<file path="src/rtl/ghost_sprite_scheduler.sv">
// ghost_sprite_scheduler: shares one ghost bitmap ROM between NUM_SPRITES ghosts.
// Each ghost's next-scanline row is fetched into a line buffer during hblank,
// and the prioritised ghost pixel is output during active video.
// Optional macro SPRITE_COLLISION_EN builds a sticky ghost-overlap flag;
// when it is undefined, collision is tied to 0.
module ghost_sprite_scheduler #(
  parameter int NUM_SPRITES = 4,
  parameter int ANIM_FRAMES = 8
) (
  input  logic                     clk,
  input  logic                     reset,
  input  logic [8:0]               hpos,
  input  logic [8:0]               vpos,
  input  logic                     line_start,
  input  logic                     frame_start,
  input  logic [8*NUM_SPRITES-1:0] sprite_x,
  input  logic [8*NUM_SPRITES-1:0] sprite_y,
  input  logic [2*NUM_SPRITES-1:0] sprite_dir,
  output logic                     bm_anim,
  output logic [1:0]               bm_dir,
  output logic [3:0]               bm_yin,
  output logic [3:0]               bm_xin,
  input  logic                     bm_bit,
  output logic                     pix_on,
  output logic [1:0]               pix_id,
  output logic                     busy,
  output logic                     overrun,
  output logic                     collision
);
  localparam int CW = ANIM_FRAMES > 1 ? $clog2(ANIM_FRAMES) : 1;
  typedef enum logic [1:0] {IDLE, CHECK, FETCH, NEXT} state_t;
  state_t                       state;
  logic [1:0]                   idx;
  logic [8:0]                   fline;
  logic [NUM_SPRITES-1:0]       valid;
  logic [NUM_SPRITES-1:0][15:0] linebuf;
  logic                         anim;
  logic [CW-1:0]                acnt;
  logic [7:0]                   cur_y;
  logic [1:0]                   cur_dir;
  logic [8:0]                   dy;
  logic                         hit;
  logic                         last;
  logic [NUM_SPRITES-1:0]       on_v;
  logic [NUM_SPRITES-1:0][8:0]  dx;
  logic [1:0]                   win_id;
  assign bm_anim = anim;
  assign cur_y   = sprite_y[{idx, 3'b000} +: 8];
  assign cur_dir = sprite_dir[{idx, 1'b0} +: 2];
  assign dy      = fline - {1'b0, cur_y};
  assign hit     = fline >= {1'b0, cur_y} && dy < 9'd16;
  assign last    = idx == 2'(NUM_SPRITES - 1);
  // animation state toggles once every ANIM_FRAMES frames
  always_ff @(posedge clk or posedge reset) begin
    if (reset) begin
      acnt <= '0;
      anim <= 1'b0;
    end else if (frame_start) begin
      acnt <= acnt == CW'(ANIM_FRAMES - 1) ? '0 : acnt + 1'b1;
      anim <= acnt == CW'(ANIM_FRAMES - 1) ? ~anim : anim;
    end
  end
  // hblank fetch sequencer: walks the ghosts, copying each visible row out of the ROM
  always_ff @(posedge clk or posedge reset) begin
    if (reset) begin
      state   <= IDLE;
      idx     <= '0;
      fline   <= '0;
      valid   <= '0;
      linebuf <= '0;
      bm_dir  <= '0;
      bm_yin  <= '0;
      bm_xin  <= '0;
      busy    <= 1'b0;
      overrun <= 1'b0;
    end else begin
      overrun <= line_start && state != IDLE;
      if (line_start) begin
        fline <= vpos + 9'd1;
        valid <= '0;
        idx   <= '0;
        state <= CHECK;
        busy  <= 1'b1;
      end else begin
        case (state)
          CHECK: begin
            if (hit) begin
              bm_dir <= cur_dir;
              bm_yin <= dy[3:0];
              bm_xin <= 4'd0;
              state  <= FETCH;
            end else if (last) begin
              state <= NEXT;
            end else begin
              idx <= idx + 2'd1;
            end
          end
          FETCH: begin
            linebuf[idx][bm_xin] <= bm_bit;
            bm_xin <= bm_xin + 4'd1;
            if (bm_xin == 4'd15) begin
              valid[idx] <= 1'b1;
              state      <= last ? NEXT : CHECK;
              idx        <= last ? idx : idx + 2'd1;
            end
          end
          NEXT: begin
            state <= IDLE;
            busy  <= 1'b0;
          end
          default: ;
        endcase
      end
    end
  end
  // per-ghost hit test at the current column, lowest index wins
  always_comb begin
    on_v   = '0;
    dx     = '0;
    win_id = '0;
    for (int s = 0; s < NUM_SPRITES; s++) begin
      dx[s]   = hpos - {1'b0, sprite_x[8*s +: 8]};
      on_v[s] = valid[s] && hpos >= {1'b0, sprite_x[8*s +: 8]} && dx[s] < 9'd16 && linebuf[s][dx[s][3:0]];
    end
    for (int s = NUM_SPRITES - 1; s >= 0; s--)
      win_id = on_v[s] ? 2'(s) : win_id;
  end
  // registered pixel output, one cycle behind hpos
  always_ff @(posedge clk or posedge reset) begin
    if (reset) begin
      pix_on <= 1'b0;
      pix_id <= '0;
    end else begin
      pix_on <= |on_v;
      pix_id <= win_id;
    end
  end
`ifdef SPRITE_COLLISION_EN
  logic multi;
  assign multi = (on_v & (on_v - 1'b1)) != '0;
  // sticky overlap flag; a new overlap beats the frame clear
  always_ff @(posedge clk or posedge reset) begin
    if (reset) collision <= 1'b0;
    else       collision <= multi ? 1'b1 : frame_start ? 1'b0 : collision;
  end
`else
  assign collision = 1'b0;
`endif
endmodule

</file>
<file path="config.mk">
export PLATFORM = sky130hd
export DESIGN_NAME = ghost_sprite_scheduler
export DESIGN_NICKNAME = d
export VERILOG_FILES = /design/src/rtl/ghost_sprite_scheduler.sv
export SDC_FILE = /design/constraint.sdc
export NUM_CORES = 1
export LEC_CHECK = 0
export BUFFER_PORTS_ARGS = -buffer_cell sky130_fd_sc_hd__buf_2
export CAP_MARGIN = 20
export CORE_AREA = 4 4 148 150
export DETAILED_ROUTE_END_ITERATION = 10
export DIE_AREA = 0 0 152 154
export GPL_ROUTABILITY_DRIVEN = 0
export PLACE_DENSITY = 0.63
export SYNTH_ARGS = -nofsm -noshare
export SYNTH_HDL_FRONTEND = slang
export SYNTH_SLANG_ARGS = --single-unit
export TNS_END_PERCENT = 100
</file>
<file path="constraint.sdc">
create_clock -name clk -period 4.3 [get_ports clk]
set_input_delay 0.215 -clock clk [delete_from_list [all_inputs] [get_ports clk]]
set_output_delay 0.215 -clock clk [all_outputs]
set_load 0.05 [all_outputs]
</file>
=== Yosys cells after proc, flatten, opt, wreduce, memory -nomap -nowiden ===
Index checks and enable logic that the tools add are counted.

* Logic and storage cells: 128
* Output and inout bits: 17
* Input bits: 95
* Register bits after elaboration: 100

* Shift-type cells: 2
* Bitwise logic cells: 3
* $add $sub $neg: 9
* Muxes and demuxes: 38
* Reduce and logical (&&, ||, !) cells: 31
* Order comparisons: 18
* Equal/unequal tests: 10

{| class="wikitable"
|+ Operator list
! operator !! count
|-
| bitwise mux 64 bit || 1
|-
| >= comparator 9 x 8 -> 1 bit || 5
|-
| < comparator 9 x 5 -> 1 bit, second input constant || 5
|-
| subtractor 9 x 8 -> 9 bit || 5
|-
| demux 16 bit (select 2 bit) || 1
|-
| variable part select 32 x 6 -> 8 bit || 1
|-
| 2-to-1 mux 2 bit || 13
|-
| < comparator 4 x 5 -> 1 bit, second input constant || 5
|-
| binary-select mux 1 bit (select 4 bit) || 4
|-
| logical AND 1 bit || 16
|-
| 2-to-1 mux 16 bit || 1
|-
| 2-to-1 mux 4 bit || 4
|-
| AND reduction 3 bit || 4
|-
| nonzero test 2 bit || 5
|-
| adder 9 x 1 -> 9 bit, second input constant || 1
|-
| 2-to-1 mux 1 bit || 8
|-
| one-hot mux 4 bit (2 select lines) || 1
|-
| variable part select 8 x 4 -> 2 bit || 1
|-
| equality test 2 bit, second input constant || 3
|-
| != test 3 bit, second input constant || 2
|-
| one-hot mux 2 bit (3 select lines) || 1
|-
| AND reduction 2 bit || 3
|-
| adder 4 x 1 -> 4 bit, second input constant || 1
|-
| demux 1 bit (select 4 bit) || 1
|-
| other kinds (18) || 19
|}

=== Logic depth before layout (Yosys ltp) ===
Gate-level depths: netlist of run 1.

* Depth in word-level cells: 8
* Depth in mapped cells: 13
* Gate-level depth less buffers: 12

=== Worst setup path after synthesis of run 1 ===
No wires, ideal clock.

* Path type: register to register
* Start point: reg idx[0]
* End point: reg bm_xin[0]
* Data arrival time: 3.712 ns
* Setup slack: 0.463 ns
* Clock period less this slack: 3.837 ns
* Path buffers: 1
* Required time: 4.175 ns
* Cell stages (with the launch flop): 13
* Setup time: 0.125 ns
* Cell sequence: dfrtp_1 -> buf_1 -> mux4_2 -> ha_1 -> fa_1 -> nand3b_1 -> a21oi_1 -> nor4_1 -> nand4b_1 -> a211oi_4 -> nor2b_2 -> or3_4 -> mux2_2

* Longest elaborated chain between the ends: 6
* Elaborated cells on any way between the ends: 7
* Classes of those cells: add/sub: 1; order compare: 2; eq/ne: 1; shift: 1; reduce/logical: 2

{| class="wikitable"
|+ RTL lines
! what !! line !! RTL
|-
| start: declaration || 33 || <nowiki>logic [1:0] idx;</nowiki>
|-
| start signal: assignment || 95 || <nowiki>idx <= idx + 2'd1;</nowiki>
|-
| start signal: assignment || 104 || <nowiki>idx <= last ? idx : idx + 2'd1;</nowiki>
|-
| variable part select 32 x 6 -> 8 bit (*) || 48 || <nowiki>assign cur_y = sprite_y[{idx, 3'b000} +: 8];</nowiki>
|-
| subtractor 9 x 8 -> 9 bit || 50 || <nowiki>assign dy = fline - {1'b0, cur_y};</nowiki>
|-
| < comparator 9 x 5 -> 1 bit || 51 || <nowiki>assign hit = fline >= {1'b0, cur_y} && dy < 9'd16;</nowiki>
|-
| logical AND 1 bit (*) || 51 ||
|-
| != test 2 bit (no source line) (*) || - ||
|-
| AND reduction 3 bit (no source line) (*) || - ||
|-
| end signal: assignment || 100 || <nowiki>bm_xin <= bm_xin + 4'd1;</nowiki>
|-
| end: declaration || 22 || <nowiki>output logic [3:0] bm_xin,</nowiki>
|}

Every way passes the cells marked *; elsewhere a longest branch is shown, timed or not.
A chain may end at the register's enable or synchronous reset.

=== Worst setup path in the final report of run 1 ===
Same ends and word-level chain as after synthesis.

==> impl_metrics.py, run 1 <==
metrics = {
    "run_status": {
        "status": "finished clean",
    },
    "synthesis": {
        "synth-simple-area-share_pct": 14.2,
        "synth_compound_area_share_pct": 9.94,
        "synth_seq_cells": 100,
        "async_flop_share_pct": 100,
        "syn-num-nets": 866,
        "synth_edf_count": 0,
        "post_synth_num_cell_types": 63,
        "synth_top_area_share_pct": 35.1,
        "yosysMostFrequentCell": "nor2_1",
        "synth_top_family_by_area": "multiplexers",
        "post_synth_most_frequent_cells": "111 x nor2_1, 100 x dfrtp_1, 75 x mux2_2",
        "yosysTopAreaCell": "dfrtp_1",
        "synth-seq-area-share_pct": 35.1,
        "synth_area_leaders": "dfrtp_1 35%, mux2_2 12%, ha_1 9.8%, mux4_2 8.2%, nor2_1 5.8%",
        "synth-xor-area-share_pct": 3.07,
        "synthesis.area_um2": 7120,
        "synthFlopType": "dfrtp_1",
        "synth_fa_ha_area_share_pct": 11.2,
        "syn_avg_cell_area_um2": 10.0,
        "syn_inst": 710,
        "synthMuxAreaShare_pct": 21.8,
        "yosys_warnings": 0,
    },
    "die": {
        "rows": 53,
        "die_x_um": 152,
        "core-area_um2": 20700,
        "start_util_pct": 34.4,
        "die_h_um": 154,
        "pin_count": 112,
        "die_area_um2": 23400,
    },
    "pwr": {
        "peakVddDrop_mv": 0.322,
        "leakage_nw": 3.90,
        "power_frac_clock_pct": 25.3,
        "switchingPower_mw": 1.18,
        "power_frac_comb_pct": 40.6,
        "seqPwrFrac_pct": 34.1,
        "intPower_mw": 2.07,
        "p_per_area_nw_per_um2": 394,
        "swShare_pct": 36.3,
    },
    "worst_setup_path": {
        "worst_r2r_endpoint": "bm_xin[0]$_DFFE_PP0P_",
        "max_stage_delay_ns": 0.52,
        "critical_path_required_ns": 4.53,
        "worst-path-max-fanout": 10,
        "r2r_setup_slack_ns": 0.69,
        "reg2reg_depth": 12,
        "critPathTopFamily": "simple AND/OR/NAND/NOR gates",
        "crit_type": "reg2reg",
        "cp-start-kind": "register",
        "crit_chain": "buf_4 > mux4_2 > inv_1 > ha_1 > and2_1 > o21ai_2 > nand3_1 > a211o_1 > a211oi_4 > nor2b_2 > or3_4 > mux2_2",
        "critPathBufInv": 2,
        "slowest_stage": "mux4_2",
        "endpoint_kind": "register",
        "cp.arrival_ns": 3.84,
        "r2r-start": "idx[0]$_DFFE_PP0P_",
    },
    "flow_run": {
        "drv_cap": 0,
    },
    "clock_tree": {
        "hold_buffers": 0,
        "clk_latency_ns": 0.35,
        "cts_setup_buffers": 0,
        "cts_resized": 0,
        "numCtsBuffers": 9,
        "cts_tree": "yes",
        "path_clk_slew_ns": 0.06,
        "clock_sinks": 100,
        "cts.htree.levels": 3,
        "cts.path.max_buffers": 2,
        "root_buffer": "clkbuf_16",
    },
    "sta": {
        "finalCriticalPeriod_ns": 3.61,
        "finalSetupViolations": 0,
        "worst_slew_pin_slew_ns": 1.00,
        "relSlewSlack_pct": 33.1,
        "min_period_over_period_pct": 84.0,
        "clock_skew_ns": 0.00682,
        "timing.hold.ws_ns": 0.0319,
        "grt_setup_unrepaired": "false",
        "tns_ns": 0,
        "fmax_mhz": 277,
        "slew_violations": 0,
        "final_hold_viol_count": 0,
    },
    "global_route": {
        "grt_pass1_wl_um": 28100,
        "grt_max_degree": 67,
        "gr-usage-all-layers_pct": 14.3,
        "antenna_found_initial": 0,
        "grt_pass1_vias": 5646,
        "globalRoute.totalOverflow": 0,
    },
    "routing": {
        "drt-initial-drc-count": 268,
        "routed_wl_um": 16500,
        "drc": 0,
        "num_vias": 5427,
        "vias_per_cell": 4.97,
        "avgRoutedWirePerCell_um": 15.2,
        "drtPass1Iterations": 5,
        "ant_nets": 0,
    },
    "placement": {
        "portBuffers": 110,
        "hpwl_um": 13100,
    },
    "finish": {
        "layout.nets": 967,
        "antenna_cells": 0,
        "layout-drive-gt1-share_pct": 29.9,
        "fill_cells": 2082,
        "syn2layout_area_growth_pct": 15.9,
    },
    "worst_hold_path": {
        "hold_path_class": "in2async",
    },
}
per-stage QoR:
step	cells	utilization [%]	worst slack [ns]	power (mW)	area, µm²
after floorplan	710	-	0.463	2.14	7120
after global placement	1075	38.4	0.758	2.44	7950
after detailed placement	1075	38.4	0.673	2.45	7950
after CTS	1091	39.9	0.659	3.29	8250
after global routing	1091	39.9	0.460	3.48	8250
final	1091	39.9	0.688	3.25	8250
registers in the layout, summed over array words and instances, names as in the netlist:
name / cells
acnt: 3
bm_anim: 1
bm_dir: 2
bm_xin: 4
bm_yin: 4
busy: 1
fline: 9
idx: 2
linebuf: 64
overrun: 1
pix_id: 2
pix_on: 1
state: 2
valid: 4
cell usage in the layout, fill, tap and decap left out, drive strengths merged, types with 4 or more instances in the layout:
cell and n:
a211oi 5, a21oi 33, nand3b 4, a211o 4, dfrtp 100, nand2 34, mux2i 12, inv 63
fa 5, nand2b 4, clkbuf 10, o2111ai 4, o22ai 7, buf 113, nand3 17, ha 56
a21o 5, nor2b 10, o21ai 18, nor2 111, nor3 10, mux2 75, mux4 26, xor2 9
xnor2 16, o21a 9, nor3b 4
cell families after synthesis:
kind of cell / Yosys count
simple gates: 218
mux: 113
compound gates: 106
flops: 100
buf+inv: 86
fa+ha+maj: 61
xor+xnor: 25
other cells: 1
power by group through the flow:
stage          combinational, mW  clock (mW)  sequential [mW]
2_1_floorplan              0.894           0             1.25
6_report                    1.32       0.824             1.11
4_1_cts                     1.33       0.845             1.11
5_1_grt                     1.48       0.878             1.13
3_3_place_gp                1.32           0             1.12
3_5_place_dp                1.32           0             1.13
layout make-up:
| type | instances | area [µm²] | share of cell area [%] |
|---|---|---|---|
| clock buffers | 10 | 239 | 2.90 |
| well taps | 275 | 344 | 4.17 |
| multi-input cells | 524 | 4290 | 52.0 |
| inverters | 63 | 239 | 2.90 |
| clock inverters | 6 | 63.8 | 0.773 |
| repair buffers | 113 | 573 | 6.94 |
| flip-flops and latches | 100 | 2500 | 30.3 |
worst max-delay path by stage:
| stage | endpoint | startpoint | cells past startpoint |
|---|---|---|---|
| after floorplan | bm_xin[0]$_DFFE_PP0P_ | idx[0]$_DFFE_PP0P_ | 12 |
| after global placement | bm_xin[0]$_DFFE_PP0P_ | idx[0]$_DFFE_PP0P_ | 12 |
| after detailed placement | bm_xin[0]$_DFFE_PP0P_ | idx[0]$_DFFE_PP0P_ | 12 |
| after CTS | bm_xin[0]$_DFFE_PP0P_ | idx[0]$_DFFE_PP0P_ | 12 |
| after global routing | bm_xin[0]$_DFFE_PP0P_ | idx[0]$_DFFE_PP0P_ | 12 |
| final | bm_xin[0]$_DFFE_PP0P_ | idx[0]$_DFFE_PP0P_ | 12 |
layer usage:
layer | wire length (µm) | track usage, %
met1 | 7610 | 18.8
met2 | 7880 | 24.3
met3 | 970 | 4.11
met4 | 83 | 1.80
met5 | 0 | 0
No activity file was read; power rests on OpenSTA's default activity.
==> run 2, diff against run 1 <==
--- a/config.mk
+++ b/config.mk
@@ -5,13 +5,14 @@
 export SDC_FILE = /design/constraint.sdc
 export NUM_CORES = 1
 export LEC_CHECK = 0
+export ABC_AREA = 1
 export BUFFER_PORTS_ARGS = -buffer_cell sky130_fd_sc_hd__buf_2
 export CAP_MARGIN = 20
-export CORE_AREA = 4 4 148 150
+export CORE_AREA = 4 4 153 155
 export DETAILED_ROUTE_END_ITERATION = 10
-export DIE_AREA = 0 0 152 154
+export DIE_AREA = 0 0 157 159
 export GPL_ROUTABILITY_DRIVEN = 0
-export PLACE_DENSITY = 0.63
+export PLACE_DENSITY = 0.65
 export SYNTH_ARGS = -nofsm -noshare
 export SYNTH_HDL_FRONTEND = slang
 export SYNTH_SLANG_ARGS = --single-unit
==> constraint.sdc (replaced) <==
create_clock -name clk -period 3.1 [get_ports clk]
set_input_delay 0.155 -clock clk [delete_from_list [all_inputs] [get_ports clk]]
set_output_delay 0.155 -clock clk [all_outputs]
set_load 0.05 [all_outputs]
==> run 2 against run 1 <==
Critical path depth up 4. Sequential share of layout area down 2.0 points. Clock power up 40%. Clock skew up 0.0049 ns. Cell count up 37%. Via count up 34%. Global-route usage up 1.6 points. Non-clock buffer count up 10. Largest cell class unchanged. Largest power group unchanged. Highest routed layer is now met5.
==> impl_metrics.py, run 2 <==
metrics = {
    "clock_tree": {
        "root_buffer": "clkbuf_16",
        "cts.path.max_buffers": 2,
        "cts_tree": "yes",
        "path_clk_slew_ns": 0.07,
        "numCtsBuffers": 9,
        "clk_latency_ns": 0.35,
        "clock_sinks": 100,
        "cts.htree.levels": 3,
    },
    "routing": {
        "drc": 0,
        "num_vias": 7299,
        "vias_per_cell": 4.90,
        "ant_nets": 0,
        "avgRoutedWirePerCell_um": 13.5,
        "drtPass1Iterations": 5,
        "routed_wl_um": 20100,
        "drt-initial-drc-count": 439,
    },
    "worst_setup_path": {
        "slowest_stage": "dfrtp_1",
        "critical_path.most_common_cell": "nand2_1",
        "crit_type": "reg2reg",
        "cp.arrival_ns": 2.98,
        "max_stage_delay_ns": 0.45,
        "crit_chain": "inv_1 > buf_4 > nand2_1 > a32o_1 > ha_1 > a21oi_1 > o21ai_2 > nand2_2 > nand2_1 > nand2_1 > nand2_2 > nor2_4 > nand4_4 > buf_12 > nand2_1 > o21ai_2",
        "worst-path-max-fanout": 18,
        "cp-start-kind": "register",
        "critical_path_required_ns": 3.34,
        "endpoint_kind": "register",
    },
    "flow_run": {
        "drv_cap": 0,
    },
    "placement": {
        "portBuffers": 110,
        "dp_slack_ns": 0.238,
        "hpwl_um": 15500,
    },
    "pwr": {
        "p_per_area_nw_per_um2": 573,
        "peakVddDrop_mv": 0.384,
        "leakage_nw": 4.69,
    },
    "synthesis": {
        "synthFlopType": "dfrtp_1",
        "syn_avg_cell_area_um2": 6.95,
        "synthesis.area_um2": 7660,
        "syn_inst": 1103,
        "synth_area_leaders": "dfrtp_1 33%, nand2_1 15%, ha_1 9.1%, inv_1 6.9%, nand3_1 6.1%",
        "post_synth_most_frequent_cells": "304 x nand2_1, 141 x inv_1, 100 x dfrtp_1",
        "synth_top_area_share_pct": 32.7,
        "yosysTopAreaCell": "dfrtp_1",
        "yosysMostFrequentCell": "nand2_1",
        "yosys_warnings": 0,
        "async_flop_share_pct": 100,
        "syn-num-nets": 1259,
        "post_synth_num_cell_types": 42,
        "synth-seq-area-share_pct": 32.7,
        "synth_edf_count": 0,
        "synth_seq_cells": 100,
    },
    "sta": {
        "worst_slew_pin_slew_ns": 0.708,
        "finalSetupViolations": 0,
        "setup_slack_ns": 0.359,
        "min_period_over_period_pct": 88.4,
        "grt_setup_unrepaired": "false",
        "slew_violations": 0,
        "finalCriticalPeriod_ns": 2.74,
        "relSlewSlack_pct": 52.6,
        "fmax_mhz": 365,
        "final_hold_viol_count": 0,
        "tns_ns": 0,
        "clock_skew_ns": 0.0117,
    },
    "die": {
        "die_x_um": 157,
        "core-area_um2": 21800,
        "rows": 54,
        "pin_count": 112,
        "start_util_pct": 35.1,
        "die_area_um2": 25000,
        "die_h_um": 159,
    },
    "finish": {
        "layout.nets": 1361,
        "syn2layout_area_growth_pct": 15.4,
        "reg_top3": "linebuf: 64 flops, fline: 9 flops",
        "final_common_cell": "nand2_1",
        "layout-drive-gt1-share_pct": 15.4,
        "mostFrequentLayoutCells": "304 x nand2_1, 139 x inv_1, 110 x buf_2",
        "top_register": "linebuf",
        "antenna_cells": 0,
        "largest_register_ffs": 64,
    },
    "global_route": {
        "grt_pass1_wl_um": 33300,
        "antenna_found_initial": 1,
        "globalRoute.totalOverflow": 0,
        "grt_max_degree": 57,
        "grt_pass1_vias": 6797,
        "gr-usage-all-layers_pct": 16.0,
    },
    "worst_hold_path": {
        "hold_path_class": "in2reg",
    },
    "run_status": {
        "status": "finished clean",
    },
}
run 2: cell types whose count changed after synthesis, sizes merged, moves of 9 or more:
cell,change
nand2,+279
inv,+89
nand3,+79
mux2,-73
a21oi,+58
a31oi,+48
mux4,-26
o21ai,+23
nand4,+15
buf,+14
mux2i,-12
nor2,-10
nor2b,-10
xnor2,-9
run 2: cell type report:
cell class              count  area, µm²
well taps                 280        350
fillers                  2338      13000
multi-input cells         817       4430
clock buffers              10        229
inverters                 153        581
clock inverters             6       71.3
repair inverters            1       5.00
repair buffers            123        676
flip-flops and latches    100       2500
run 2: worst paths after layout:
check                                     from               endpoint  slack, ns  depth (start not counted)
hold reg to reg            bm_anim$_DFFE_PP0P_    bm_anim$_DFFE_PP0P_       0.47                          1
hold / removal                         vpos[0]   fline[0]$_DFFE_PP0P_       0.03                          2
min in group asynchronous                reset    acnt[2]$_DFFE_PP0P_       0.44                          3
setup / recovery            idx[0]$_DFFE_PP0P_  bm_yin[2]$_DFFE_PP0P_       0.36                         16
max in group asynchronous                reset   state[0]$_DFFE_PP0P_       1.93                          4
setup reg to reg            idx[0]$_DFFE_PP0P_  bm_yin[2]$_DFFE_PP0P_       0.36                         16
run 2: metal layers:
layer / part of all wire [%] / track usage, % / vias up
met5: 0.040 / 0 / -
met4: 1.2 / 3.08 / 2
met3: 6.0 / 3.70 / 17
met2: 46 / 25.9 / 194
met1: 47 / 21.9 / 3267
li1: - / - / 3819
run 2: cell families after synthesis:
logic type                 Yosys count  synth area share, %
AOI/OAI and AO/OA                  200                 15.2
xor gates and xnor gates            17                 1.94
adders and majority gates           61                 10.5
buffers and inverters              186                 9.65
DFF                                100                 32.7
muxes                                2                0.294
other                                1               0.0489
and+or+nand+nor                    536                 29.7
run 2: where the power goes:
part,leakage (nW),internal (mW),switching [mW]
Clock,0.145,0.635,0.519
Sequential,1.30,1.49,0.139
Combinational,3.24,0.832,1.45
run 2: critical path, delay by kind of cell (launching register included):
family                   cells  cell delay, ns
AND/OR/NAND/NOR              8            0.65
buffers and inverters        3            0.59
adder cells (fa/ha/maj)      1            0.34
AO/OA/AOI/OAI                4            0.61
flip-flops                   1            0.45
run 2: timing repair:
item / in CTS / in global routing
gates resized for setup: 0 / 3
hold endpoints to repair: 53 / 0
hold buffers: 1 / 0
setup buffers: 0 / 6
endpoints found under the setup margin: 0 / 9
run 2: stage by stage:
stage | utilization, % | power [mW] | std cells | hold slack (ns) | instance area, µm²
2_1_floorplan | - | 3.37 | 1103 | 0.241 | 7660
3_3_place_gp | 38.8 | 3.84 | 1466 | 0.312 | 8460
3_5_place_dp | 38.8 | 3.88 | 1466 | 0.308 | 8460
4_1_cts | 40.2 | 5.06 | 1483 | 0.0217 | 8770
5_1_grt | 40.5 | 5.49 | 1490 | 0.0366 | 8840
6_report | 40.5 | 5.06 | 1490 | 0.0345 | 8840
